### config.mk
export PLATFORM = sky130hd
export DESIGN_NAME = fifo_threshold_flat
export DESIGN_NICKNAME = d
export VERILOG_FILES = /design/src/rtl/fifo_threshold_if.sv /design/src/rtl/fifo_threshold.sv /design/src/flat_wrapper.sv
export SDC_FILE = /design/constraint.sdc
export NUM_CORES = 1
export LEC_CHECK = 0
export CAP_MARGIN = 5
export CORE_MARGIN = 2
export CORE_UTILIZATION = 35
export CTS_CLUSTER_SIZE = 14
export DETAILED_ROUTE_END_ITERATION = 12
export GPL_TIMING_DRIVEN = 0
export PLACE_DENSITY = 0.67
export SLEW_MARGIN = 10
export SYNTH_ARGS = -nofsm -noshare
export SYNTH_HDL_FRONTEND = slang
export SYNTH_SLANG_ARGS = --single-unit
### constraint.sdc
create_clock -name clk -period 6.35 [get_ports clk]
set_clock_uncertainty 0.1 [all_clocks]
set_input_delay 1.5875 -clock clk [delete_from_list [all_inputs] [get_ports clk]]
set_output_delay 1.5875 -clock clk [all_outputs]
set_load 0.02 [all_outputs]
### src/rtl/fifo_threshold_if.sv
// -----------------------------------------------------------------------------
// fifo_threshold_if
// Bundles the data/handshake/status signals of fifo_threshold.
//   master : the user of the FIFO (drives push/pop/data_in/thresholds)
//   slave  : the FIFO itself (drives data_out/valid_out/flags/count/error)
// Signals:
//   push, data_in       write request and write data
//   pop                 read request
//   umbral_hi/lo        almost-full / almost-empty thresholds
//   data_out, valid_out registered read data and its valid strobe
//   empty, full         occupancy == 0 / occupancy == depth
//   almost_empty/full   occupancy <= umbral_lo / occupancy >= umbral_hi
//   error               overflow / underflow indication
//   count               current occupancy (ADDR_WIDTH+1 bits)
// -----------------------------------------------------------------------------
interface fifo_threshold_if #(
    parameter int DATA_WIDTH = 6,
    parameter int ADDR_WIDTH = 2,
    parameter int U_WIDTH    = 4
);
    logic                  push;
    logic [DATA_WIDTH-1:0] data_in;
    logic                  pop;
    logic [U_WIDTH-1:0]    umbral_hi;
    logic [U_WIDTH-1:0]    umbral_lo;
    logic [DATA_WIDTH-1:0] data_out;
    logic                  valid_out;
    logic                  empty;
    logic                  full;
    logic                  almost_empty;
    logic                  almost_full;
    logic                  error;
    logic [ADDR_WIDTH:0]   count;

    modport master (
        output push, data_in, pop, umbral_hi, umbral_lo,
        input  data_out, valid_out, empty, full, almost_empty, almost_full,
               error, count
    );

    modport slave (
        input  push, data_in, pop, umbral_hi, umbral_lo,
        output data_out, valid_out, empty, full, almost_empty, almost_full,
               error, count
    );
endinterface

### src/rtl/fifo_threshold.sv
// -----------------------------------------------------------------------------
// fifo_threshold
// Circular-buffer FIFO of 2**ADDR_WIDTH words with occupancy count,
// programmable almost-empty / almost-full thresholds and an overflow /
// underflow error flag. Read data is registered (one-cycle latency).
//
// Ports:
//   clk    : sole clock, rising edge
//   reset  : synchronous, active-high; clears pointers, count, data_out,
//            valid_out and error
//   bus    : fifo_threshold_if.slave (see interface file for signal list)
//
// Parameters:
//   DATA_WIDTH : word width
//   ADDR_WIDTH : pointer width, depth = 2**ADDR_WIDTH
//   U_WIDTH    : threshold width, must be >= ADDR_WIDTH+1
//
// Build option:
//   FIFO_STICKY_ERROR_EN defined   : error latches to 1 after the first
//                                    overflow/underflow until reset
//   FIFO_STICKY_ERROR_EN undefined : error is a one-cycle pulse after each
//                                    overflow/underflow
// -----------------------------------------------------------------------------
module fifo_threshold #(
    parameter int DATA_WIDTH = 6,
    parameter int ADDR_WIDTH = 2,
    parameter int U_WIDTH    = 4
) (
    input  logic              clk,
    input  logic              reset,
    fifo_threshold_if.slave   bus
);
    localparam int DEPTH = 1 << ADDR_WIDTH;
    localparam int CW    = ADDR_WIDTH + 1;

    logic [DATA_WIDTH-1:0] mem_q [DEPTH];
    logic [ADDR_WIDTH-1:0] wr_ptr_q, wr_ptr_d;
    logic [ADDR_WIDTH-1:0] rd_ptr_q, rd_ptr_d;
    logic [CW-1:0]         count_q, count_d;
    logic [DATA_WIDTH-1:0] data_out_q;
    logic                  valid_q;
    logic                  error_q, error_d;

    logic                  is_empty;
    logic                  is_full;
    logic                  do_push;
    logic                  do_pop;
    logic                  overflow;
    logic                  underflow;
    logic [U_WIDTH-1:0]    count_ext;

    assign is_empty = (count_q == '0);
    assign is_full  = (count_q == CW'(DEPTH));

    // A pop succeeds whenever there is something to read. A push succeeds when
    // there is room, or when a same-cycle pop frees the slot of a full FIFO.
    // An empty FIFO never lets a push "feed" a same-cycle pop.
    assign do_pop    = bus.pop && !is_empty;
    assign do_push   = bus.push && (!is_full || do_pop);
    assign overflow  = bus.push && is_full && !bus.pop;
    assign underflow = bus.pop && is_empty;

    always_comb begin
        wr_ptr_d = wr_ptr_q;
        rd_ptr_d = rd_ptr_q;
        if (do_push) wr_ptr_d = wr_ptr_q + ADDR_WIDTH'(1);
        if (do_pop)  rd_ptr_d = rd_ptr_q + ADDR_WIDTH'(1);
        count_d = count_q + CW'(do_push) - CW'(do_pop);
    end

`ifdef FIFO_STICKY_ERROR_EN
    assign error_d = error_q || overflow || underflow;
`else
    assign error_d = overflow || underflow;
`endif

    // Storage: no reset so it maps onto RAM; contents after reset are
    // don't-care because both pointers restart at zero.
    always_ff @(posedge clk) begin
        if (!reset && do_push) begin
            mem_q[wr_ptr_q] <= bus.data_in;
        end
    end

    always_ff @(posedge clk) begin
        if (reset) begin
            wr_ptr_q   <= '0;
            rd_ptr_q   <= '0;
            count_q    <= '0;
            data_out_q <= '0;
            valid_q    <= 1'b0;
            error_q    <= 1'b0;
        end else begin
            wr_ptr_q <= wr_ptr_d;
            rd_ptr_q <= rd_ptr_d;
            count_q  <= count_d;
            error_q  <= error_d;
            valid_q  <= do_pop;
            // Full FIFO with push+pop: write and read hit the same slot; the
            // read sees the old word because the write lands at the same edge.
            if (do_pop) begin
                data_out_q <= mem_q[rd_ptr_q];
            end
        end
    end

    // Zero-extend the count to the threshold width for unsigned compares.
    genvar gi;
    generate
        for (gi = 0; gi < U_WIDTH; gi++) begin : g_count_ext
            if (gi < CW) begin : g_bit
                assign count_ext[gi] = count_q[gi];
            end else begin : g_zero
                assign count_ext[gi] = 1'b0;
            end
        end
    endgenerate

    assign bus.empty        = is_empty;
    assign bus.full         = is_full;
    assign bus.almost_empty = (count_ext <= bus.umbral_lo);
    assign bus.almost_full  = (count_ext >= bus.umbral_hi);
    assign bus.count        = count_q;
    assign bus.data_out     = data_out_q;
    assign bus.valid_out    = valid_q;
    assign bus.error        = error_q;

endmodule

### src/flat_wrapper.sv
// flat-port wrapper written by rule: the top's interface ports become plain ports
module fifo_threshold_flat 
#(
    parameter int DATA_WIDTH = 6,
    parameter int ADDR_WIDTH = 2,
    parameter int U_WIDTH    = 4
)
  (clk, reset, bus_push, bus_data_in, bus_pop, bus_umbral_hi, bus_umbral_lo, bus_data_out, bus_valid_out, bus_empty, bus_full, bus_almost_empty, bus_almost_full, bus_error, bus_count);
  fifo_threshold_if #(.DATA_WIDTH(DATA_WIDTH), .ADDR_WIDTH(ADDR_WIDTH), .U_WIDTH(U_WIDTH)) bus_i ();
  input  logic clk;
  input  logic reset;
  input wire logic [$bits(bus_i.push)-1:0] bus_push;
  input wire logic [$bits(bus_i.data_in)-1:0] bus_data_in;
  input wire logic [$bits(bus_i.pop)-1:0] bus_pop;
  input wire logic [$bits(bus_i.umbral_hi)-1:0] bus_umbral_hi;
  input wire logic [$bits(bus_i.umbral_lo)-1:0] bus_umbral_lo;
  output wire logic [$bits(bus_i.data_out)-1:0] bus_data_out;
  output wire logic [$bits(bus_i.valid_out)-1:0] bus_valid_out;
  output wire logic [$bits(bus_i.empty)-1:0] bus_empty;
  output wire logic [$bits(bus_i.full)-1:0] bus_full;
  output wire logic [$bits(bus_i.almost_empty)-1:0] bus_almost_empty;
  output wire logic [$bits(bus_i.almost_full)-1:0] bus_almost_full;
  output wire logic [$bits(bus_i.error)-1:0] bus_error;
  output wire logic [$bits(bus_i.count)-1:0] bus_count;
  assign bus_i.push = bus_push;
  assign bus_i.data_in = bus_data_in;
  assign bus_i.pop = bus_pop;
  assign bus_i.umbral_hi = bus_umbral_hi;
  assign bus_i.umbral_lo = bus_umbral_lo;
  assign bus_data_out = bus_i.data_out;
  assign bus_valid_out = bus_i.valid_out;
  assign bus_empty = bus_i.empty;
  assign bus_full = bus_i.full;
  assign bus_almost_empty = bus_i.almost_empty;
  assign bus_almost_full = bus_i.almost_full;
  assign bus_error = bus_i.error;
  assign bus_count = bus_i.count;
  fifo_threshold #(.DATA_WIDTH(DATA_WIDTH), .ADDR_WIDTH(ADDR_WIDTH), .U_WIDTH(U_WIDTH)) u_core (.clk(clk), .reset(reset), .bus(bus_i));
endmodule
# After elaboration in Yosys (flattened, before gate mapping)
# Memory sizes are Yosys's and may differ from the RTL's. A register that Yosys moved wholly into a read port is not among the register bits.
# Index checks and enable logic that the tools add are counted.
# word_totals
out_inout_bits	15
input_bits	18
mem_count	1
reg_bits	9
word_cells	28
mem_bits_rw	24
# memory_table
memory	depth	word_bits	rd	rd_clocked_by_memory_dff	wr	line_no	rtl
u_core.mem_q	4	6	1	1	1	fifo_threshold.sv:36	logic [DATA_WIDTH-1:0] mem_q [DEPTH];
# op_classes
n_mux	2
reduce_logical	13
add_sub_neg	4
n_eq_ne	1
order_cmp	2
# ops
operator	count
$logic_and 1x1->1	6
$add 2x1->2 const B	2
$ge 3x4->1	1
$le 3x4->1	1
$logic_not 1->1	4
$add 3x1->3	1
$eq 3x3->1 const B	1
$logic_not 3->1	1
$sub 3x1->3	1
$logic_or 1x1->1	2
$mux 1	2

# Logic depth before layout (Yosys ltp)
# logic_depth
word_depth	8
ltp_mapped	10
depth_no_buf	9

# Worst setup path before layout
# No wires, ideal clock.
# synth_timing
path_type	input to output
startpoint	in bus_umbral_lo[1]
endpoint	out bus_almost_empty
path_slack_ns	2.028
path_buffers	0
t_required_ns	4.662
cell_stages	5
arrival_time_ns	2.634
cell_sequence	inv_1 -> ha_1 -> nor2b_1 -> o21a_1 -> o21ai_0
# synth_via
elab_chain_len	1
# synth_lines
item	line_no	rtl
start, declared	flat_wrapper.sv:16	input wire logic [$bits(bus_i.umbral_lo)-1:0] bus_umbral_lo;
$le 3x4->1	fifo_threshold.sv:121	assign bus.almost_empty = (count_ext <= bus.umbral_lo);
end, declared	flat_wrapper.sv:21	output wire logic [$bits(bus_i.almost_empty)-1:0] bus_almost_empty;
# Every way passes these cells.

# Worst setup path in the final report
# Ends and elaborated chain as after synthesis.

==> impl_results.md <==
- CTS Buf Count: 5
- CTS tree: done
- DP Area: between 2000 and 2500 um2
- Total number of vias: 1085
- Die H: between 70 and 80 um
- Synth unique cells: 30
- Hold WC Path Type: flop to flop
- Final cycle utilization of the critical path: 0.804
- First-pass GRT wire length: around 5400 um
- Share of cells above drive strength 1: 0.137
- Row cnt: 25
- GRT overflow: 0
- Initial cell density of the core: 0.366
- Fin Setup TNS: 0 ns
- Synth Cell Area: between 1500 and 2000 um2
- CP Capture Type: output port
- Clk slew on worst S/H paths: 0.07 ns
- DR WL/cell: 13.8 um
- Worst hold path cell count: 2
- GPL Wtd Cong: 0.793
- Post-synth top area share: 0.411
- Maxcap violations: 0
- Asr flop ratio synth: 0
- Synth Instances: 128
- Final ANT Viol Nets: 0
- CTS Hold Bufs: 0
- Max_slew headroom: 0.706
- Area growth from synthesis to layout: 27.7%
- R2r endpoint: u_core.bus.count[2]
- Fin nets: between 150 and 200
- IO buf count: 32
- Mapped Nets: 159
- CTS H-tree depth: 2
- Via count of the first global-routing pass: around 1200
- Power per cell area: ~360 nW/um2
- Dpl ws: around 1.2 ns
- Number of remaining DRC errors: 0
- CTS max path bufs: 2
- Initial antenna violation count: 0
- FF-to-FF Start: u_core.bus.count[1]
- WHS: between 0.3 and 0.4 ns
- Inserted Diodes: 0
- Final Slew Violations: 0
- Mapped Avg Cell Area: between 10 and 15 um2
- Worst-margin pin slew: 0.439 ns
- First-pass DRT Iterations: 4
- Final Core Density: 0.468
- EDFF count, synth: 24
- Critical path class: primary input to output port
- Hold path startpoint: u_core.bus.data_out[3]
- PostCTS Resize Cnt: 0
- Root Buffer: clkbuf_8
- Setup ws final: approximately 1.2 ns
- Top FF cell, synth: edfxtp_1
- Register area share after synthesis: 0.582
- Worst-skew pair later-pin latency: about 0.29 ns
- Status: finished clean
- DP Wirelength: approximately 2500 um
- Worst setup SP type: primary input
- Reg2Reg Setup Slack: slightly above 4 ns
- Max Freq: 0.196 GHz
- Clock sinks: 39
- Starting DRT DRC Count: 45
- Synthesized flop and latch total: 39
- Crit Path Max Fanout: 2
- Placeable Area: approximately 4800 um2
- Fin. Hold Viols: 0
- Most numerous cell in the Yosys netlist: edfxtp_1
- IO Pins: 33
- Critical Path RT: 4.66 ns
- Min Tclk post-route: between 5 and 6 ns
- Vias/cell: between 4 and 5
- Endpoints failing setup: 0
- Leakage: 0.834 nW
- Worst Reg-to-Reg Cells: 10
- Hold endpoint: u_core.bus.data_out[3]
- Total Routing Usage GR: 0.132
- Largest net degree at the start of global routing: 12
- Commonest cells post-synth: 24 x edfxtp_1, 15 x dfxtp_1, 13 x nand2_1
- Dominant cells by area after synthesis: edfxtp_1 41%, dfxtp_1 17%, ha_1 8.6%
- Yosys top cell by area: edfxtp_1
- DIE WIDTH: around 75 um
- Worst path arrival time: between 3 and 4 ns
- DIE AREA: roughly 5600 um2
- Yosys warnings: 0
- Post-route design area: roughly 2200 um2
- VDD IR max: between 0.0001 and 0.00015 V
- DRT Wirelength: 3250 um
- RSZ-0062 raised after global routing: false
- Post-CTS Setup Bufs: 0
layer usage:
metal,GRT usage,wire length (um),up-vias
li1,-,-,522
met1,0.149,1320,534
met2,0.238,1730,24
met3,0.0335,151,5
met4,0.0536,45,0
met5,0,0,-
metrics by stage:
stage               std cells  total power [W]
detailed placement        227         0.000651
global route              235         0.000853
CTS                       235         0.000811
finish                    235         0.000799
floorplan                 128         0.000538
global placement          227         0.000630
registers in the layout (all words and copies together) (netlist names):
signal	cells
u_core.bus.count	3
u_core.bus.data_out	6
u_core.bus.error	1
u_core.bus.valid_out	1
u_core.mem_q	24
u_core.rd_ptr_q	2
u_core.wr_ptr_q	2
cell usage in the layout, fill, tap and decap left out, types with 2 or more instances in the layout:
cell type         n
nand2_1          13
ha_1             12
clkdlybuf4s50_1  32
xnor2_1           4
nand2b_1          2
clkbuf_8          7
edfxtp_1         24
and2_1            4
nor2b_1           3
a21oi_1           8
clkbuf_1          2
inv_1            11
mux4_2            6
dfxtp_1          15
nor2_1            7
critical path: stages:
cell and delay, ns:
clkdlybuf4s50_1 0.45, inv_1 0.05, ha_1 0.29, nor2b_1 0.13, o21a_1 0.15, o21ai_0 0.13
clkdlybuf4s50_1 0.63
area by class of cell:
| class | count | area, um2 |
|---|---|---|
| Multi-Input combinational cell | 72 | 632 |
| Inverter | 13 | 56.3 |
| Clock inverter | 1 | 5.00 |
| Sequential cell | 39 | 1020 |
| Fill cell | 429 | 2550 |
| Timing Repair Buffer | 32 | 320 |
| Buffer | 4 | 43.8 |
| Tap cell | 67 | 83.8 |
| Clock buffer | 7 | 76.3 |
kinds of logic (layout without fill, tap and decap cells):
kind of cell	Yosys count	after routing	share of synthesized area
AO/OA/AOI/OAI	13	13	0.0535
flip-flops	39	39	0.582
adder cells (fa/ha/maj)	13	13	0.0971
AND/OR/NAND/NOR	34	34	0.0978
XOR/XNOR	5	5	0.0293
multiplexers	7	7	0.0828
buffers and inverters	17	57	0.0571
power breakdown:
part / total, W / internal (W) / leakage, nW / switching (W)
logic: 0.000311 / 0.000158 / 0.450 / 0.000153
registers: 0.000329 / 0.000301 / 0.341 / 0.0000275
clock network: 0.000159 / 0.0000770 / 0.0422 / 0.0000824
worst max-delay path by stage:
stage / end / slack (ns) / start / cells past startpoint
after CTS: bus_almost_empty / 1.23 / bus_umbral_lo[1] / 7
after detailed placement: bus_almost_empty / 1.22 / bus_umbral_lo[1] / 7
after global routing: bus_almost_empty / 1.13 / bus_umbral_lo[1] / 7
after global placement: bus_almost_empty / 1.27 / bus_umbral_lo[1] / 7
after floorplan: bus_almost_empty / 2.03 / bus_umbral_lo[1] / 5
final: bus_almost_empty / 1.25 / bus_umbral_lo[1] / 7
No activity file was read; power rests on OpenSTA's default activity.
